===== config.mk =====
export PLATFORM = sky130hd
export DESIGN_NAME = adder_arbiter
export DESIGN_NICKNAME = d
export VERILOG_FILES = /design/src/rtl/adder_arbiter_pkg.sv /design/src/rtl/rr_arbiter.sv /design/src/rtl/adder_arbiter.sv
export SDC_FILE = /design/constraint.sdc
export NUM_CORES = 1
export LEC_CHECK = 0
export CAP_MARGIN = 20
export CORE_ASPECT_RATIO = 1.2
export CORE_MARGIN = 1
export CORE_UTILIZATION = 36
export CTS_CLUSTER_DIAMETER = 150
export CTS_CLUSTER_SIZE = 8
export DETAILED_ROUTE_END_ITERATION = 6
export GPL_TIMING_DRIVEN = 0
export PLACE_DENSITY_LB_ADDON = 0.12
export SLEW_MARGIN = 40
export SYNTH_ARGS = -nofsm -noshare
export SYNTH_HDL_FRONTEND = slang
export SYNTH_HIERARCHICAL = 1
export SYNTH_SLANG_ARGS = --single-unit

===== constraint.sdc =====
create_clock -name clk -period 4.3 [get_ports clk]
set_clock_uncertainty 0.05 [all_clocks]
set_input_delay 0.43 -clock clk [delete_from_list [all_inputs] [get_ports clk]]
set_output_delay 0.43 -clock clk [all_outputs]
set_load 0.02 [all_outputs]

===== src/rtl/adder_arbiter_pkg.sv =====
// Shared types and helpers for the adder arbiter.
// Latency: none (types and elaboration-time functions only).
// Backpressure: not applicable.
package adder_arbiter_pkg;

    // Storage limits for the result entry; DATA_WIDTH up to 32, NUM_REQ up to 16.
    localparam int MAX_DATA_WIDTH = 32;
    localparam int MAX_ID_W       = 4;

    // Requester index width; a single requester line still needs one bit.
    function automatic int id_width(input int n);
        return (n <= 2) ? 1 : $clog2(n);
    endfunction

    // One buffered result: carry-extended sum plus originating requester.
    typedef struct packed {
        logic [MAX_DATA_WIDTH:0] x;
        logic [MAX_ID_W-1:0]     id;
    } result_t;

endpackage


===== src/rtl/rr_arbiter.sv =====
// Round-robin grant: first requester at or after ptr wins.
// Latency: purely combinational.
// Backpressure: enable low forces an all-zero grant.
module rr_arbiter #(
    parameter int NUM_REQ = 4,
    parameter int ID_W    = 2
) (
    input  logic [NUM_REQ-1:0] req,
    input  logic [ID_W-1:0]    ptr,
    input  logic               enable,
    output logic [NUM_REQ-1:0] grant,
    output logic [ID_W-1:0]    idx
);

    logic            found;
    logic [ID_W-1:0] cand;

    // Scan requesters in rotated order starting at ptr; first valid one wins.
    always_comb begin
        int pos;
        pos   = 0;
        grant = '0;
        idx   = '0;
        found = 1'b0;
        cand  = '0;
        for (int k = 0; k < NUM_REQ; k++) begin
            pos = int'(ptr) + k;
            if (pos >= NUM_REQ) begin
                pos = pos - NUM_REQ;
            end
            cand = ID_W'(pos);
            if (!found && req[cand]) begin
                found       = 1'b1;
                idx         = cand;
                grant[cand] = enable;
            end
        end
    end

endmodule


===== src/rtl/adder_arbiter.sv =====
// Arbitrates NUM_REQ operand sources round-robin, adds A+B, queues {sum, id}.
// Latency: 1 cycle from acceptance to rsp_valid when the 2-entry queue is empty.
// Backpressure: req_ready only when the queue has room or pops this cycle.
module adder_arbiter
    import adder_arbiter_pkg::*;
#(
    parameter int DATA_WIDTH = 4,
    parameter int NUM_REQ    = 4,
    localparam int ID_W      = id_width(NUM_REQ)
) (
    input  logic                          clk,
    input  logic                          rst_n,
    input  logic [NUM_REQ-1:0]            req_valid,
    output logic [NUM_REQ-1:0]            req_ready,
    input  logic [NUM_REQ*DATA_WIDTH-1:0] req_a,
    input  logic [NUM_REQ*DATA_WIDTH-1:0] req_b,
    output logic                          rsp_valid,
    input  logic                          rsp_ready,
    output logic [DATA_WIDTH:0]           rsp_x,
    output logic [ID_W-1:0]               rsp_id
);

    logic [ID_W-1:0]       ptr;
    logic [1:0]            count;
    logic                  wr_ptr;
    logic                  rd_ptr;
    logic                  active;
    result_t               mem [2];
    result_t               head;
    result_t               new_entry;
    logic [NUM_REQ-1:0]    grant;
    logic [ID_W-1:0]       grant_idx;
    logic                  space;
    logic                  push;
    logic                  pop;
    logic [DATA_WIDTH-1:0] a_sel;
    logic [DATA_WIDTH-1:0] b_sel;
    logic [DATA_WIDTH:0]   sum;
    logic                  unused_head;

    // A slot frees up this cycle if the head is being consumed.
    assign rsp_valid = (count != 2'd0);
    assign pop       = rsp_valid && rsp_ready;
    assign space     = (count < 2'd2) || pop;

    // active keeps req_ready low during reset and on the first edge after release.
    rr_arbiter #(
        .NUM_REQ (NUM_REQ),
        .ID_W    (ID_W)
    ) u_arb (
        .req    (req_valid),
        .ptr    (ptr),
        .enable (active && space),
        .grant  (grant),
        .idx    (grant_idx)
    );

    assign req_ready = grant;
    assign push      = |grant;

    // Only the granted requester's operands reach the adder.
    assign a_sel = req_a[grant_idx*DATA_WIDTH +: DATA_WIDTH];
    assign b_sel = req_b[grant_idx*DATA_WIDTH +: DATA_WIDTH];
    assign sum   = {1'b0, a_sel} + {1'b0, b_sel};

    // Build the queue entry, zero-filling unused storage bits.
    always_comb begin
        new_entry    = '0;
        new_entry.x  = (MAX_DATA_WIDTH + 1)'(sum);
        new_entry.id = MAX_ID_W'(grant_idx);
    end

    // Head of queue drives the response; entries are cleared on reset so outputs read zero.
    assign head        = mem[rd_ptr];
    assign rsp_x       = head.x[DATA_WIDTH:0];
    assign rsp_id      = head.id[ID_W-1:0];
    assign unused_head = ^head;

    // Queue pointers, occupancy, storage and round-robin pointer.
    always_ff @(posedge clk or negedge rst_n) begin
        if (!rst_n) begin
            active <= 1'b0;
            ptr    <= '0;
            count  <= 2'd0;
            wr_ptr <= 1'b0;
            rd_ptr <= 1'b0;
            mem[0] <= '0;
            mem[1] <= '0;
        end else begin
            active <= 1'b1;
            // When full, push and pop hit the same slot: the old head leaves as the new entry lands.
            if (push) begin
                mem[wr_ptr] <= new_entry;
                wr_ptr      <= ~wr_ptr;
                if (grant_idx == ID_W'(NUM_REQ - 1)) begin
                    ptr <= '0;
                end else begin
                    ptr <= grant_idx + 1'b1;
                end
            end
            if (pop) begin
                rd_ptr <= ~rd_ptr;
            end
            if (push && !pop) begin
                count <= count + 2'd1;
            end else if (pop && !push) begin
                count <= count - 2'd1;
            end
        end
    end

endmodule


==> results.sh <==
export IMPL_syn_area_per_cell_um2=10.6
export IMPL_status="finished clean"
export IMPL_ant_nets=0
export IMPL_fin_ws_ns=0.322
export IMPL_drive_gt1_share_pct=19.4
export IMPL_power_uw=1990
export IMPL_postSynth_asyncResetShare_pct=100
export IMPL_dp_slack_ns=0.124
export IMPL_stdcell_count=274
export IMPL_ys_seq_elements=21
export IMPL_antenna_cells=0
export IMPL_start_util_pct=37.8
export IMPL_timing_fmax_mhz=251
export IMPL_critPathKind="flop to flop"
export IMPL_dieArea_mm2=0.00515
export IMPL_gr_usage_met3_pct=2.76
export IMPL_insertion_delay_ns=0.25
export IMPL_cts_root_buf="clkbuf_8"
export IMPL_cts_clk_slew_worst_paths_ns=0.07
export IMPL_synth_area_leaders="dfrtp_1, mux4_2, mux2_2"
export IMPL_maxCapViolations=0
export IMPL_drv_slew=0
export IMPL_final_min_clock_period_ns=3.98
export IMPL_syn_to_final_growth_pct=33.8
export IMPL_firstDrtPassIters=4
export IMPL_cp_start_kind="flop"
export IMPL_grt_use_total_pct=16.3
export IMPL_grt_ovfl_total=0
export IMPL_numCtsBuffers=3
export IMPL_drcViolationCount=0
export IMPL_rsz0062_at_grt="no"
export IMPL_antenna_found_initial=0
export IMPL_fill_cells=413
export IMPL_p_per_area_mw_per_mm2=849
export IMPL_syn_nets=215
export IMPL_place_inst=271
export IMPL_rrSetupSlack_ns=0.32
export IMPL_cp_max_fo=10
export IMPL_synth_most_common_cell="dfrtp_1"
export IMPL_tns_ns=0
export IMPL_yosys_area_top_type="dfrtp_1"
export IMPL_tightest_slew_ns=0.605
export IMPL_slew_headroom_pct=59.5
export IMPL_synth_cell_types=40
export IMPL_first_global_vias=1482
export IMPL_ys_warn_count=6
export IMPL_reg2reg_from="ptr[0]"
export IMPL_p_leak_uw=0.000950
export IMPL_regArea_um2=526
export IMPL_syn_cell_area_mm2=0.00175
export IMPL_fp_dieH_um=78.4
export IMPL_crit_required_ns=4.40
export IMPL_cts_htree_levels=1
export IMPL_finalHoldViolations=0
export IMPL_dp_hpwl_mm=3.15
export IMPL_synth_top_area_share_pct=30.0
export IMPL_busiest_layer="met2"
export IMPL_clockBufferDepth=2
export IMPL_vdd_drop_max_v=0.000425
export IMPL_multi_input_area_mm2=0.00111
export IMPL_top_level_ports=51
export IMPL_vias_per_cell=5.50
export IMPL_min_period_over_period_pct=92.5
export IMPL_gp_congestion=0.740
export IMPL_die_x_um=65.7
export IMPL_grt_pass1_wl_mm=6.68
export IMPL_cts_setup_buffers=0
export IMPL_r2r_end="mem[44]"
export IMPL_ys_seq_area_share_pct=30.0
export IMPL_final_core_util_pct=50.6
export IMPL_clock_sinks=21
export IMPL_finalNetCount=267
export IMPL_gr_usage_met2_pct=29.5
export IMPL_synth_common_cells="dfrtp_1, inv_1, mux2_2"
export IMPL_via_count=1506
export IMPL_met1_usage_pct=20.3
export IMPL_cp_end_kind="flop"
export IMPL_finalSetupViolCount=0
export IMPL_syn_inst=165
export IMPL_cts_tree="done"
export IMPL_worstRegToRegCells=13
export IMPL_wl_per_cell_um=14.4
export IMPL_crit_arrival_ns=4.08
export IMPL_core_mm2=0.00463
export IMPL_synth_main_ff_cell="dfrtp_1"
export IMPL_hold_class="input port to asynchronous set/reset pin"
export IMPL_io_buffers=48
export IMPL_wl_mm=3.96
export IMPL_synth_edff_count=0
export IMPL_drt_iter0_drc=68
export IMPL_rows=27
export IMPL_grt_max_degree=22
==> worst max-delay path by stage <==
stage	startpoint	endpoint	slack [ns]	cells past startpoint
final	ptr[0]	mem[44]	0.32	13
after global routing	ptr[0]	mem[44]	0.001	13
after CTS	ptr[0]	mem[44]	0.09	14
after detailed placement	ptr[0]	mem[44]	0.12	14
after global placement	ptr[0]	mem[44]	0.16	14
after floorplan	ptr[0]	mem[44]	0.59	14
==> flip-flops by register name (all words and copies together) (netlist names) <==
register and count:
ptr 2, rd_ptr 1, count 2, mem 14
active 1, wr_ptr 1
==> logic make-up after synthesis <==
| kind of cell | Yosys count | share of synthesized area (%) |
|---|---|---|
| compound gates | 41 | 18.4 |
| simple gates | 34 | 10.4 |
| mux | 27 | 23.8 |
| buf+inv | 25 | 6.43 |
| flops | 21 | 30.0 |
| fa+ha+maj | 11 | 8.29 |
| xor+xnor | 5 | 2.50 |
| other cells | 1 | 0.214 |
==> layout by cell type, fill, tap and decap left out, drive strengths merged, types with 3 or more instances in the layout <==
| cell | n |
|---|---|
| nand2 | 10 |
| dfrtp | 21 |
| ha | 10 |
| nand3b | 4 |
| o22ai | 3 |
| buf | 8 |
| inv | 14 |
| mux2 | 14 |
| xor2 | 3 |
| a221o | 4 |
| nor3b | 4 |
| a21oi | 7 |
| clkdlybuf4s50 | 47 |
| nor2 | 9 |
| o31ai | 4 |
| mux2i | 3 |
| clkbuf | 7 |
| a31oi | 5 |
| mux4 | 10 |
| o21ai | 8 |
==> report_power, final <==
group | internal [uW] | switching [uW]
Clock | 65.9 | 60.2
Sequential | 305 | 65.0
Combinational | 728 | 764
Total | 1100 | 889
==> routing by layer <==
layer  share of wire [%]  up-vias
li1                    -      718
met1                  43      725
met2                  52       61
met3                 5.2        2
met4                0.35        0
met5                   0        -
==> per-stage QoR <==
stage | cell area, um^2 | hold WS, ns
floorplan | 1750 | 0.0844
global placement | 2300 | 0.407
detailed placement | 2300 | 0.367
CTS | 2340 | 0.0872
global route | 2340 | 0.104
finish | 2340 | 0.0729
==> critical path, stage by stage, from the launching register on <==
cell and delay (ns):
dfrtp_1 0.42, buf_6 0.16, buf_2 0.21, inv_1 0.10, ha_1 0.47, mux2i_1 0.22, nor2_1 0.05, o22ai_1 0.31
clkbuf_4 0.33, mux4_2 0.54, ha_1 0.36, a21oi_1 0.19, a21boi_0 0.14, o41ai_1 0.31
==> layout make-up <==
type                    count  area share (%)
repair buffers             48            20.3
plain buffers              10            2.51
inverters                  14            2.24
clock buffers               4            1.92
multi-input cells         119            47.5
well taps                  58            3.10
flip-flops and latches     21            22.4
==> timing repair <==
item,in CTS,in global routing
endpoints found under the hold margin,0,0
resized for setup,0,1
hold buffers,0,0
endpoints found under the setup margin,0,8
Power figures use the tool's default switching activity.
